`src/rtl/cla_slice_seq_ctrl.sv`:
```
// cla_slice_seq_ctrl
//   Time-multiplexes one external, purely combinational 4-bit carry-lookahead slice to add
//   WIDTH-bit words. Operands arrive over a valid/ready handshake. The slice is driven one
//   nibble per cycle, LSB first, with the slice carry rippled through a register between cycles.
//   The sum, carry-out and word-level propagate/generate are returned over a valid/ready handshake.
//
// Parameters
//   WIDTH      operand width, multiple of 4 and >= 8 (NSLICE = WIDTH/4 slice cycles per add)
//
// Ports
//   clk, rst_n            clock (rising edge), asynchronous active-low reset
//   in_valid/in_ready     operand handshake; a, b, ci are latched on acceptance
//   out_valid/out_ready   result handshake; s, co, p_all, g_all held while out_valid
//   sl_a, sl_b, sl_c0     drive to the shared slice (zero outside the run phase)
//   sl_s, sl_c, sl_p, sl_g  slice results, sampled in the cycle they are driven
//   ovf                   signed overflow of the last add (only when CLA_SEQ_OVF_EN is defined)
//
// Configuration
//   CLA_SEQ_OVF_EN        when defined, adds the ovf output and its register

module cla_slice_seq_ctrl #(
  parameter int unsigned WIDTH = 16
) (
  input  logic             clk,
  input  logic             rst_n,
  input  logic             in_valid,
  output logic             in_ready,
  input  logic [WIDTH-1:0] a,
  input  logic [WIDTH-1:0] b,
  input  logic             ci,
  output logic             out_valid,
  input  logic             out_ready,
  output logic [WIDTH-1:0] s,
  output logic             co,
  output logic             p_all,
  output logic             g_all,
  output logic [3:0]       sl_a,
  output logic [3:0]       sl_b,
  output logic             sl_c0,
  input  logic [3:0]       sl_s,
  input  logic [3:0]       sl_c,
  input  logic             sl_p,
`ifdef CLA_SEQ_OVF_EN
  input  logic             sl_g,
  output logic             ovf
`else
  input  logic             sl_g
`endif
);

  localparam int unsigned NSLICE = WIDTH / 4;
  localparam int unsigned IDXW   = (NSLICE > 1) ? $clog2(NSLICE) : 1;

  typedef enum logic [1:0] {
    StIdle,
    StRun,
    StDone
  } state_e;

  state_e state_q, state_d;

  logic [IDXW-1:0]  idx_q;
  logic [WIDTH-1:0] a_q, b_q, s_q;
  logic             carry_q, p_q, g_q;
  logic [IDXW+1:0]  bit_base;
  logic             accept;
  logic             last_slice;

  assign bit_base   = {idx_q, 2'b00};
  assign accept     = in_valid && in_ready;
  assign last_slice = (idx_q == IDXW'(NSLICE - 1));

  // State register
  always_ff @(posedge clk or negedge rst_n) begin
    if (!rst_n) begin
      state_q <= StIdle;
    end else begin
      state_q <= state_d;
    end
  end

  // Next-state logic
  always_comb begin
    state_d = state_q;
    unique case (state_q)
      StIdle:  if (accept) state_d = StRun;
      StRun:   if (last_slice) state_d = StDone;
      StDone:  if (out_ready) state_d = StIdle;
      default: state_d = StIdle;
    endcase
  end

  // Output logic
  always_comb begin
    // in_ready is gated by rst_n so it stays low for the whole time reset is asserted.
    in_ready  = (state_q == StIdle) && rst_n;
    out_valid = (state_q == StDone);
    sl_a      = 4'h0;
    sl_b      = 4'h0;
    sl_c0     = 1'b0;
    if (state_q == StRun) begin
      sl_a  = a_q[bit_base +: 4];
      sl_b  = b_q[bit_base +: 4];
      sl_c0 = carry_q;
    end
  end

  // Datapath: operand capture and per-slice accumulation
  always_ff @(posedge clk or negedge rst_n) begin
    if (!rst_n) begin
      idx_q   <= '0;
      a_q     <= '0;
      b_q     <= '0;
      s_q     <= '0;
      carry_q <= 1'b0;
      p_q     <= 1'b0;
      g_q     <= 1'b0;
    end else begin
      unique case (state_q)
        StIdle: begin
          if (accept) begin
            a_q     <= a;
            b_q     <= b;
            carry_q <= ci;
            idx_q   <= '0;
            p_q     <= 1'b1;
            g_q     <= 1'b0;
          end
        end
        StRun: begin
          s_q[bit_base +: 4] <= sl_s;
          carry_q            <= sl_c[3];
          p_q                <= p_q & sl_p;
          // Higher slice folds over the accumulated lower group: G = G_hi | P_hi & G_lo.
          g_q                <= sl_g | (sl_p & g_q);
          idx_q              <= last_slice ? '0 : idx_q + 1'b1;
        end
        default: ;
      endcase
    end
  end

`ifdef CLA_SEQ_OVF_EN
  logic ovf_q;

  // Signed overflow: carry into the MSB differs from carry out of it, on the top slice only.
  always_ff @(posedge clk or negedge rst_n) begin
    if (!rst_n) begin
      ovf_q <= 1'b0;
    end else if (state_q == StRun && last_slice) begin
      ovf_q <= sl_c[3] ^ sl_c[2];
    end
  end

  assign ovf = ovf_q;

  logic unused_sl_c;
  assign unused_sl_c = ^sl_c[1:0];
`else
  logic unused_sl_c;
  assign unused_sl_c = ^sl_c[2:0];
`endif

  assign s     = s_q;
  assign co    = carry_q;
  assign p_all = p_q;
  assign g_all = g_q;

endmodule

```
`config.mk`:
```
export PLATFORM = sky130hd
export DESIGN_NAME = cla_slice_seq_ctrl
export DESIGN_NICKNAME = d
export VERILOG_FILES = /design/src/rtl/cla_slice_seq_ctrl.sv
export SDC_FILE = /design/constraint.sdc
export NUM_CORES = 1
export LEC_CHECK = 0
export ABC_AREA = 1
export BUFFER_PORTS_ARGS = -buffer_cell sky130_fd_sc_hd__clkbuf_2
export CAP_MARGIN = 20
export CORE_AREA = 2 2 111 59
export CTS_CLUSTER_SIZE = 20
export DETAILED_ROUTE_END_ITERATION = 10
export DIE_AREA = 0 0 113 61
export PLACE_DENSITY = 0.78
export SLEW_MARGIN = 25
export SYNTH_ARGS = -nofsm -noshare
export SYNTH_HDL_FRONTEND = slang
export SYNTH_SLANG_ARGS = --single-unit
export TNS_END_PERCENT = 1
```
`constraint.sdc`:
```
create_clock -name clk -period 3.67 [get_ports clk]
set_input_delay 0.1835 -clock clk [delete_from_list [all_inputs] [get_ports clk]]
set_output_delay 0.1835 -clock clk [all_outputs]
set_load 0.02 [all_outputs]
```
### Word level (Yosys, flattened, before mapping)

Index checks and enable logic that the tools add are counted.

| word-level totals | value |
|---|---|
| register bits after elaboration | 55 |
| bits in latches | 0 |
| RAM bits | 0 |
| memory bits (read-only) | 0 |
| input port bits | 47 |
| output and inout port bits | 30 |
| logic and storage cells | 47 |
| memories | 0 |

| cells by class | value |
|---|---|
| add/sub/neg operators | 2 |
| multiply operators | 0 |
| divide/modulo/power cells | 0 |
| order comparisons | 0 |
| equal/unequal tests | 6 |
| shifts and indexed selects | 4 |
| multiplexer cells | 17 |
| bitwise operators | 3 |
| reduce and logical (&&, ||, !) cells | 7 |

Operators by type and width:

| kind | number |
|---|---|
| $shiftx A16 B5 Y4 | 2 |
| $bwmux W16 | 1 |
| $shift A4 B6 Y16 const A | 1 |
| $shiftx A4 B6 Y16 | 1 |
| $mux W2 | 5 |
| $mux W4 | 2 |
| $neg A4 Y6 | 1 |
| $pmux W1 S2 | 3 |
| $pmux W2 S3 | 1 |
| $eq A2 B2 Y1 const B | 2 |
| $mux W1 | 4 |
| $ne A2 B2 Y1 const B | 2 |
| $pmux W2 S2 | 1 |
| $reduce_and A2 Y1 | 2 |
| $reduce_and A3 Y1 | 1 |
| $add A2 B1 Y2 const B | 1 |
| $and A1 B1 Y1 | 2 |
| $eq A2 B1 Y1 const B | 1 |
| $logic_and A1 B1 Y1 | 2 |
| $logic_not A2 Y1 | 1 |
| $ne A2 B1 Y1 const B | 1 |
| $reduce_bool A2 Y1 | 1 |
| $or A1 B1 Y1 | 1 |

### Logic depth before layout (Yosys ltp)

Gate-level depths: netlist (run 1).

| logic depth | value |
|---|---|
| depth in word-level cells | 5 |
| gate-level depth with buffers | 9 |

### Least setup slack after synthesis (run 1)

OpenSTA, ideal clock, no wires.

| timing path | value |
|---|---|
| path type | flip-flop to flip-flop |
| start | register idx_q[1] |
| end | register s_q[0], in the netlist s[0] |
| arrival | 1.518 ns |
| data required time | 3.605 ns |
| setup slack | 2.087 ns |
| stages on the path, launching flop included | 9 |
| buffers on the path | 1 |
| period minus slack after synthesis | 1.583 ns |
| path through | dfrtp_1 buf_2 clkinv_1 ha_1 inv_1 nand3_1 nor2_2 nand2_1 nand2_1 |

| on the way | value |
|---|---|
| cells in the longest elaborated chain, start to end | 3 |
| elaborated cells on any way between the ends | 4 |

Ends and longest elaborated chain:

| what | line | source |
|---|---|---|
| start, declared | 62 | `logic [IDXW-1:0] idx_q;` |
| start signal, assigned | 136 | `idx_q <= last_slice ? '0 : idx_q + 1'b1;` |
| $neg A4 Y6 (*) | 131 | `s_q[bit_base +: 4] <= sl_s;` |
| $shiftx A4 B6 Y16 or $shift A4 B6 Y16 (tied branches) | 131 |  |
| $bwmux W16 (*) | 131 |  |
| end signal, assigned by index | 131 |  |
| end, declared | 63 | `logic [WIDTH-1:0] a_q, b_q, s_q;` |

Every way passes the cells marked *; elsewhere a longest branch is shown, timed or not.
A chain may end at the register's enable or synchronous reset.

### Worst setup path in the final report (run 1)

| timing path | value |
|---|---|
| start | register idx_q[0] |
| end | output sl_a[3] |

| on the way | value |
|---|---|
| cells in the longest elaborated chain, start to end | 2 |

Ends and longest elaborated chain:

| what | line | source |
|---|---|---|
| $shiftx A16 B5 Y4 | 102 | `sl_a = a_q[bit_base +: 4];` |
| $mux W4 | 101 | `if (state_q == StRun) begin` |
| end, declared | 37 | `output logic [3:0] sl_a,` |

Every way passes these cells.

==> flow_summary.ini, run 1 <==
[outcome]
status = finished, violations left
violations = design-rule violations

[synth]
syn_inst = 371
syn_nets = 424
ys_seq_area_share_pct = 46.16
avgSynthCellArea_um2 = 8.037
ys_warn_count = 0
synth-seq-cells = 55
synth_area_um2 = 2982
synth_cell_types = 23

[cells_and_area]
diodes = 0
postLayoutCoreUtil_pct = 59.15
stdcell_count = 516
layout-drive-gt1-share_pct = 29.38
final_area_um2 = 3493
fin_nets = 491
mostFrequentLayoutCells = nand2_1, inv_1, clkbuf_2
fill_cells = 539
final_common_cell = nand2_1
area_delta_synth_final_pct = 17.16

[grt]
track_usage_pct = 20.29
first_global_vias = 2194
antenna_found_initial = 0
overflow = 0
grt_max_degree = 72
grt_pass1_wl_um = 10610

[timing]
fin_ws_ns = 1.268
fin_worst_skew_ns = 0.004022
worst_pin_slew_ns = 0.9304
setup_viol = 0
clock.fmax_ghz = 0.4164
layout_min_cycle_time_ns = 2.402
rsz0062_at_grt = no
hold_violations = 0
maxSlewHeadroom_pct = 37.97
maxSlewViolCount = 0
period_share_pct = 65.44
final.setup.tns_ns = 0

[routing]
wl_met2_um = 2620
routed_wl_um = 6441
drt-met1-wl_um = 3337
wl_per_cell_um = 12.48
drt_first_pass_iters = 8
drt-vias-per-instance = 4.667
wl_met3_um = 412
via_count = 2408
highest_layer = met4
drc = 6
antenna_left = 0
initialDrtViolationCount = 144

[worst_setup_path]
cp-startpoint = idx_q[0]
crit_required_ns = 3.49
r2r_start = idx_q[0]
crit_arrival_ns = 2.22
start_kind = register
critPathMaxFanout = 25
worstSetupEndpointType = output pin
critPathKind = register to output pin

[die]
die_w_um = 113
coreArea_um2 = 5906
ios = 77
std_cell_rows = 20
start_util_pct = 50.49
dieArea_um2 = 6893
die_h_um = 61

[placement]
dp_slack_ns = 1.452
hpwl_um = 4589
placed_area_um2 = 3319
gp_congestion = 0.7611
place_inst = 508
port_buffers = 73

[power]
ir_drop_v = 0.0002832
pwr_density_cell_nw_per_um2 = 885.4
power.leakage_nw = 2.080

[clock_network]
cts_max_path_buffers = 2
clk_pin_slew_ns = 0.07
clock-sinks = 55
cts_tree = done
cts_buffers = 5
cts_max_level = 2
post_cts_buffers = 0
root_buffer = clkbuf_16
clk_latency_ns = 0.30
ctsResizeCount = 0
postCtsHoldBufs = 0

[hold_path]
hold_class = primary input to async pin

[job]
maxCapViolCount = 0
==> Yosys cell counts <==
cell,instances,share of area [%]
ha_1,6,2.5
a21oi_1,8,1.3
o21ai_0,3,0.50
nand3_1,23,3.9
nand2_4,2,0.76
nor3b_1,1,0.25
o21ai_2,32,9.4
nor2_2,2,0.42
o22ai_1,1,0.21
nand2_1,130,16
clkbuf_8,1,0.46
nor2_4,4,1.5
nand3_2,2,0.67
dfrtp_1,55,46
clkinv_1,1,0.13
nand3_4,1,0.59
buf_4,1,0.25
buf_6,8,3.0
inv_1,76,9.6
inv_2,3,0.38
buf_2,4,0.67
nand2_2,1,0.21
nor2_1,6,0.76
==> area by class of cell <==
class / instances / area [um^2] / share of cell area (%)
Clock buffer: 6 / 138.9 / 3.976
Sequential cell: 55 / 1376 / 39.40
Tap cell: 77 / 96.34 / 2.758
Timing Repair Buffer: 74 / 372.9 / 10.67
Clock inverter: 2 / 35.03 / 1.003
Multi-Input combinational cell: 222 / 1174 / 33.60
Inverter: 80 / 300.3 / 8.596
==> per-stage QoR <==
step | hold slack (ns) | power (mW)
2_1_floorplan | -0.1121 | 2.191
3_3_place_gp | 0.3867 | 2.493
3_5_place_dp | 0.3905 | 2.546
4_1_cts | 0.07420 | 3.115
5_1_grt | 0.07129 | 3.356
6_report | 0.08254 | 3.093
==> kinds of logic (layout without fill, tap and decap cells) <==
| group | Yosys count | after routing | synth area share (%) |
|---|---|---|---|
| AND/OR/NAND/NOR | 172 | 172 | 25.39 |
| buffers and inverters | 94 | 162 | 14.48 |
| flip-flops | 55 | 55 | 46.16 |
| AO/OA/AOI/OAI | 44 | 44 | 11.46 |
| adder cells (fa/ha/maj) | 6 | 6 | 2.518 |
==> registers in the layout, summed over array words and instances, names as in the netlist <==
register and flops:
co 1, s 16, a_q 16, state_q 2, g_all 1, p_all 1
b_q 16, idx_q 2
==> where the power goes <==
part / switching, mW / total, mW / internal, mW
Clock: 0.217 / 0.556 / 0.340
Sequential: 0.227 / 1.11 / 0.887
Combinational: 0.931 / 1.42 / 0.491
==> worst paths after layout <==
path,to,slack [ns],depth (start not counted)
worst max-delay path,sl_a[3],1.27,5
worst min-delay path,co,0.08,2
worst max register to register,s[1],1.43,7
worst min register to register,s[11],0.48,2
max in group asynchronous,s[10],3.12,2
min in group clk,state_q[1],0.08,2
==> worst max-delay path: stages, from the launching register on <==
cell	delay, ns
dfrtp_1	0.83
inv_2	0.40
nand2_1	0.15
nand3_1	0.13
a21oi_1	0.20
clkbuf_2	0.20
==> routing by layer <==
metal,vias up,track usage (%)
li1,1234,-
met1,1099,30.66
met2,67,29.00
met3,8,5.095
met4,0,5.749
met5,-,0
(Power assumes the default switching activity.)
==> inputs of run 2 (changes only) <==
--- a/config.mk
+++ b/config.mk
@@ -8,11 +8,11 @@
 export ABC_AREA = 1
 export BUFFER_PORTS_ARGS = -buffer_cell sky130_fd_sc_hd__clkbuf_2
 export CAP_MARGIN = 20
-export CORE_AREA = 2 2 111 59
+export CORE_AREA = 2 2 115 61
 export CTS_CLUSTER_SIZE = 20
 export DETAILED_ROUTE_END_ITERATION = 10
-export DIE_AREA = 0 0 113 61
-export PLACE_DENSITY = 0.78
+export DIE_AREA = 0 0 117 63
+export PLACE_DENSITY = 0.76
 export SLEW_MARGIN = 25
 export SYNTH_ARGS = -nofsm -noshare
 export SYNTH_HDL_FRONTEND = slang
==> constraint.sdc (replaced) <==
create_clock -name clk -period 1.95 [get_ports clk]
set_input_delay 0.0975 -clock clk [delete_from_list [all_inputs] [get_ports clk]]
set_output_delay 0.0975 -clock clk [all_outputs]
set_load 0.02 [all_outputs]
==> run 2 against run 1 <==
  * The run now ends clean
  * Final area grew 1.4%
  * Setup slack worse by 1.1 ns
  * Sequential share of layout area decreased by 0.56 points
  * Largest cell class unchanged
  * Utilization is 4.1 points lower
  * Wire length increased by 0.90%
  * Highest routed layer unchanged
  * Count of clock-buffer cells in the layout is 1 higher
  * Critical path type unchanged
==> flow_summary.ini, run 2 (synthesis gave the netlist of run 1 again) <==
[outcome]
status = complete, no violations

[worst_setup_path]
critical_path.top_delay_family = flip-flops
worstSetupEndpointType = output pin
r2r-end = s[2]
cp_slowest_cell = dfrtp_1
cp.depth = 3
ff2ff_setup_slack_ns = 0.52
r2r_cells = 7
cp-startpoint = state_q[0]
crit_arrival_ns = 1.64
critPathMaxFanout = 18
start_kind = register
critPathKind = register to output pin
crit_required_ns = 1.85
cp_cell_sequence = nand2_2 -> a21oi_1 -> clkbuf_2
r2r_start = idx_q[0]
endpoint = sl_a[3]
max_stage_delay_ns = 0.56
path_buf_inv = 1

[cells_and_area]
area_delta_synth_final_pct = 18.84
postLayoutCoreUtil_pct = 55.04
fin_nets = 498
final_common_cell = nand2_1
layout-drive-gt1-share_pct = 29.82
mostFrequentLayoutCells = nand2_1, inv_1, clkbuf_2
diodes = 0

[grt]
overflow = 0
antenna_found_initial = 0
grt_pass1_wl_um = 10950
grt_max_degree = 56
track_usage_pct = 19.25
first_global_vias = 2292

[power]
seqPwrFrac_pct = 35.1
clkPwrFrac_pct = 15.1
p_total_mw = 5.709
pwr_density_cell_nw_per_um2 = 1611
p_switching_mw = 2.572
ir_drop_v = 0.0006035
power.leakage_nw = 2.099
switching_share_pct = 45.05
combPwrFrac_pct = 49.8
p_int_mw = 3.137

[placement]
port_buffers = 73
gp_congestion = 0.8413
dp_slack_ns = 0.5311
hpwl_um = 4879

[job]
maxCapViolCount = 0

[clock_network]
cts_tree = done
clock-sinks = 55
clk_latency_ns = 0.29
root_buffer = clkbuf_16
clk_pin_slew_ns = 0.06
cts_max_path_buffers = 2
cts_buffers = 5
cts_max_level = 2

[die]
die_w_um = 117
std_cell_rows = 21
die_h_um = 63
start_util_pct = 46.32
coreArea_um2 = 6437
dieArea_um2 = 7371
ios = 77

[timing]
worst_pin_slew_ns = 0.6917
maxSlewHeadroom_pct = 53.89
period_share_pct = 89.29
clock.fmax_ghz = 0.5743
layout_min_cycle_time_ns = 1.741
final.setup.tns_ns = 0
fin_worst_skew_ns = 0.003303
maxSlewViolCount = 0
setup_viol = 0
fin_ws_ns = 0.2088
rsz0062_at_grt = no
hold_violations = 0

[routing]
via_count = 2434
drc = 0
initialDrtViolationCount = 192
antenna_left = 0
drt-vias-per-instance = 4.524
wl_per_cell_um = 12.08
drt_first_pass_iters = 4
routed_wl_um = 6499

[hold_path]
hold_class = primary input to async pin
==> run 2: changes by cell type in the layout (fill, tap and decap cells not counted) <==
cell and change:
buf_4 +5, clkbuf_1 +2, clkbuf_8 -1, buf_12 +1, dlygate4sd3_1 +1, bufinv_16 -1
==> run 2: repair_timing <==
action                                 4_1_cts  5_1_grt
resized for setup                            0        0
hold buffers                                 1        0
endpoints found under the hold margin        1        0
setup buffers                                0        0
==> run 2: worst register-to-register path, cell delays in order, from the launching register on <==
cell	delay, ns
dfrtp_1	0.42
inv_2	0.11
ha_1	0.36
inv_1	0.09
nand3_1	0.09
nor2_2	0.16
nand2_1	0.09
nand2_1	0.06
==> run 2: power by group through the flow <==
stage / clock network [mW] / logic, mW / registers (mW)
after global routing: 0.929 / 3.21 / 2.08
after CTS: 0.886 / 2.87 / 2.01
after detailed placement: 0 / 2.85 / 2.03
after floorplan: 0 / 1.96 / 2.16
after global placement: 0 / 2.77 / 2.00
final: 0.861 / 2.84 / 2.01
==> run 2: how the worst min path moves through the flow <==
stage | startpoint | to | slack, ns | cells past startpoint
after floorplan | rst_n | a_q[0] | -0.20 | 0
after global placement | out_ready | state_q[1] | 0.29 | 2
after detailed placement | out_ready | state_q[1] | 0.29 | 2
after CTS | b[12] | b_q[12] | 0.02 | 3
after global routing | a[4] | a_q[4] | 0.03 | 3
final | rst_n | b_q[0] | 0.008 | 2
==> run 2: stage by stage <==
stage / instance area, um^2 / hold WS [ns] / cells
2_1_floorplan: 2982 / -0.1981 / 371
3_5_place_dp: 3396 / 0.2924 / 529
3_3_place_gp: 3396 / 0.2884 / 529
5_1_grt: 3543 / 0.02941 / 538
4_1_cts: 3543 / 0.01965 / 538
6_report: 3543 / 0.008333 / 538
==> run 2: layer usage <==
metal  part of all wire, %  GRT usage, %
met1                    51         29.12
met2                    41         27.53
met3                   7.0         4.947
met4                  0.95         4.412
met5                     0             0
==> run 2: area by class of cell <==
type,count,area [um^2]
multi-input cells,222,1174
well taps,92,115.1
repair buffers,81,440.4
flip-flops and latches,55,1376
fillers,620,2894
clock inverters,1,5.005
clock buffers,7,132.6
inverters,80,300.3
==> inputs of run 3 (changes only) <==
--- a/config.mk
+++ b/config.mk
@@ -12,6 +12,7 @@
 export CTS_CLUSTER_SIZE = 20
 export DETAILED_ROUTE_END_ITERATION = 10
 export DIE_AREA = 0 0 117 63
+export GPL_TIMING_DRIVEN = 0
 export PLACE_DENSITY = 0.76
 export SLEW_MARGIN = 25
 export SYNTH_ARGS = -nofsm -noshare
==> run 3 against run 2 <==
  * First-iteration DRC count is 18% lower
  * Sequential share of layout area is 1.5 points lower
  * Clock skew is 0.0036 ns higher
  * Count of clock-buffer cells in the layout stayed put
  * Worst hold slack better by 0.014 ns
  * Critical path type unchanged
  * Utilization is 2.1 points higher
  * Power is 4.1% higher
  * Die area stayed put
==> flow_summary.ini, run 3 (synthesis gave the netlist of run 1 again) <==
[power]
pwr_density_cell_nw_per_um2 = 1615
p_total_mw = 5.943
power.leakage_nw = 2.167
ir_drop_v = 0.0005759

[timing]
maxSlewHeadroom_pct = 74.38
worst_pin_slew_ns = 0.3843
clock.fmax_ghz = 0.5380
fin_worst_skew_ns = 0.006877
maxSlewViolCount = 0
final.setup.tns_ns = 0
setup_viol = 0
period_share_pct = 95.31
layout_min_cycle_time_ns = 1.859
hold_violations = 0

[worst_setup_path]
r2r-end = s[2]
worstSetupEndpointType = output pin
path_buf_inv = 4
endpoint = sl_b[2]
start_kind = register
max_stage_delay_ns = 0.41
cp-startpoint = idx_q[0]
cp_cell_sequence = buf_6 -> inv_2 -> buf_2 -> nand2_1 -> nand3_1 -> a21oi_1 -> clkbuf_2
critPathMaxFanout = 12
critPathKind = register to output pin
r2r_start = idx_q[0]
ff2ff_setup_slack_ns = 0.16
crit_arrival_ns = 1.76
cp_slowest_cell = dfrtp_1
r2r_cells = 9
critical_path.top_delay_family = buffers and inverters
cp.depth = 7
crit_required_ns = 1.85

[clock_network]
root_buffer = clkbuf_16
cts_max_level = 2
cts_tree = done
clk_latency_ns = 0.29
clk_pin_slew_ns = 0.07
clock-sinks = 55
cts_buffers = 5
cts_max_path_buffers = 2

[grt]
antenna_found_initial = 0
overflow = 0
grt_max_degree = 33
grt_pass1_wl_um = 11270
first_global_vias = 2373
track_usage_pct = 19.68

[placement]
port_buffers = 73
gp_congestion = 0.8086
place_inst = 537
hpwl_um = 5139

[die]
ios = 77
dieArea_um2 = 7371
std_cell_rows = 21
die_h_um = 63
die_w_um = 117
coreArea_um2 = 6437
start_util_pct = 46.32

[routing]
drt_first_pass_iters = 4
antenna_left = 0
wl_per_cell_um = 12.18
drc = 0
routed_wl_um = 6674
initialDrtViolationCount = 158
drt-vias-per-instance = 4.515
via_count = 2474

[outcome]
status = complete, no violations

[hold_path]
hold_class = primary input to register

[cells_and_area]
stdcell_count = 548
diodes = 0
postLayoutCoreUtil_pct = 57.18
area_delta_synth_final_pct = 23.46
mostFrequentLayoutCells = nand2_1, inv_1, clkbuf_2
final_common_cell = nand2_1
layout-drive-gt1-share_pct = 32.02
fin_nets = 508

[job]
maxCapViolCount = 0
==> run 3: routing by layer <==
layer	wire length (um)	global-route usage, %	share of wire [%]
met1	3573	31.07	54
met2	2630	27.60	39
met3	437	4.753	6.5
met4	32	2.941	0.48
met5	0	0	0
==> run 3: worst register-to-register path: cells and delay by family (launching register included) <==
kind	cells	cell delay, ns
adder cells (fa/ha/maj)	1	0.31
buffers and inverters	4	0.61
flip-flops	1	0.42
AND/OR/NAND/NOR	4	0.38
==> run 3: worst min-delay path by stage <==
stage,from,to,slack (ns),cells after the start
after floorplan,rst_n,a_q[0],-0.20,0
after global placement,out_ready,state_q[1],0.31,2
after detailed placement,rst_n,b_q[1],0.07,1
after CTS,b[8],b_q[8],0.03,3
after global routing,b[8],b_q[8],0.03,3
final,b[8],b_q[8],0.02,3
==> run 3: what timing repair did <==
action                                  CTS  global route
hold endpoints to repair                 24             0
endpoints found under the setup margin    5             9
setup buffers                             0             1
resized for setup                         1             2
hold buffers                              2             0
==> run 3: layout make-up <==
| type | instances | area (um^2) |
|---|---|---|
| Timing Repair Buffer | 77 | 415.4 |
| Clock buffer | 7 | 152.6 |
| Tap cell | 92 | 115.1 |
| Inverter | 80 | 301.5 |
| Buffer | 14 | 135.1 |
| Sequential cell | 55 | 1376 |
| Fill cell | 599 | 2756 |
| Clock inverter | 1 | 7.507 |
| Multi-Input combinational cell | 222 | 1177 |
==> run 3: metrics by stage <==
| stage | instance area (um^2) | setup slack, ns | hold WS [ns] |
|---|---|---|---|
| floorplan | 2982 | 0.3670 | -0.1981 |
| global placement | 3462 | -0.1204 | 0.3073 |
| detailed placement | 3485 | -0.01137 | 0.07155 |
| CTS | 3666 | 0.05441 | 0.02679 |
| global route | 3681 | -0.001649 | 0.02891 |
| finish | 3681 | 0.09143 | 0.02249 |
==> run 3: where the power goes <==
| group | switching [mW] | leakage, nW | internal (mW) |
|---|---|---|---|
| sequential | 0.303 | 0.703 | 1.67 |
| combinational | 1.93 | 1.39 | 1.09 |
| clock | 0.407 | 0.0761 | 0.547 |
| total | 2.64 | 2.17 | 3.30 |
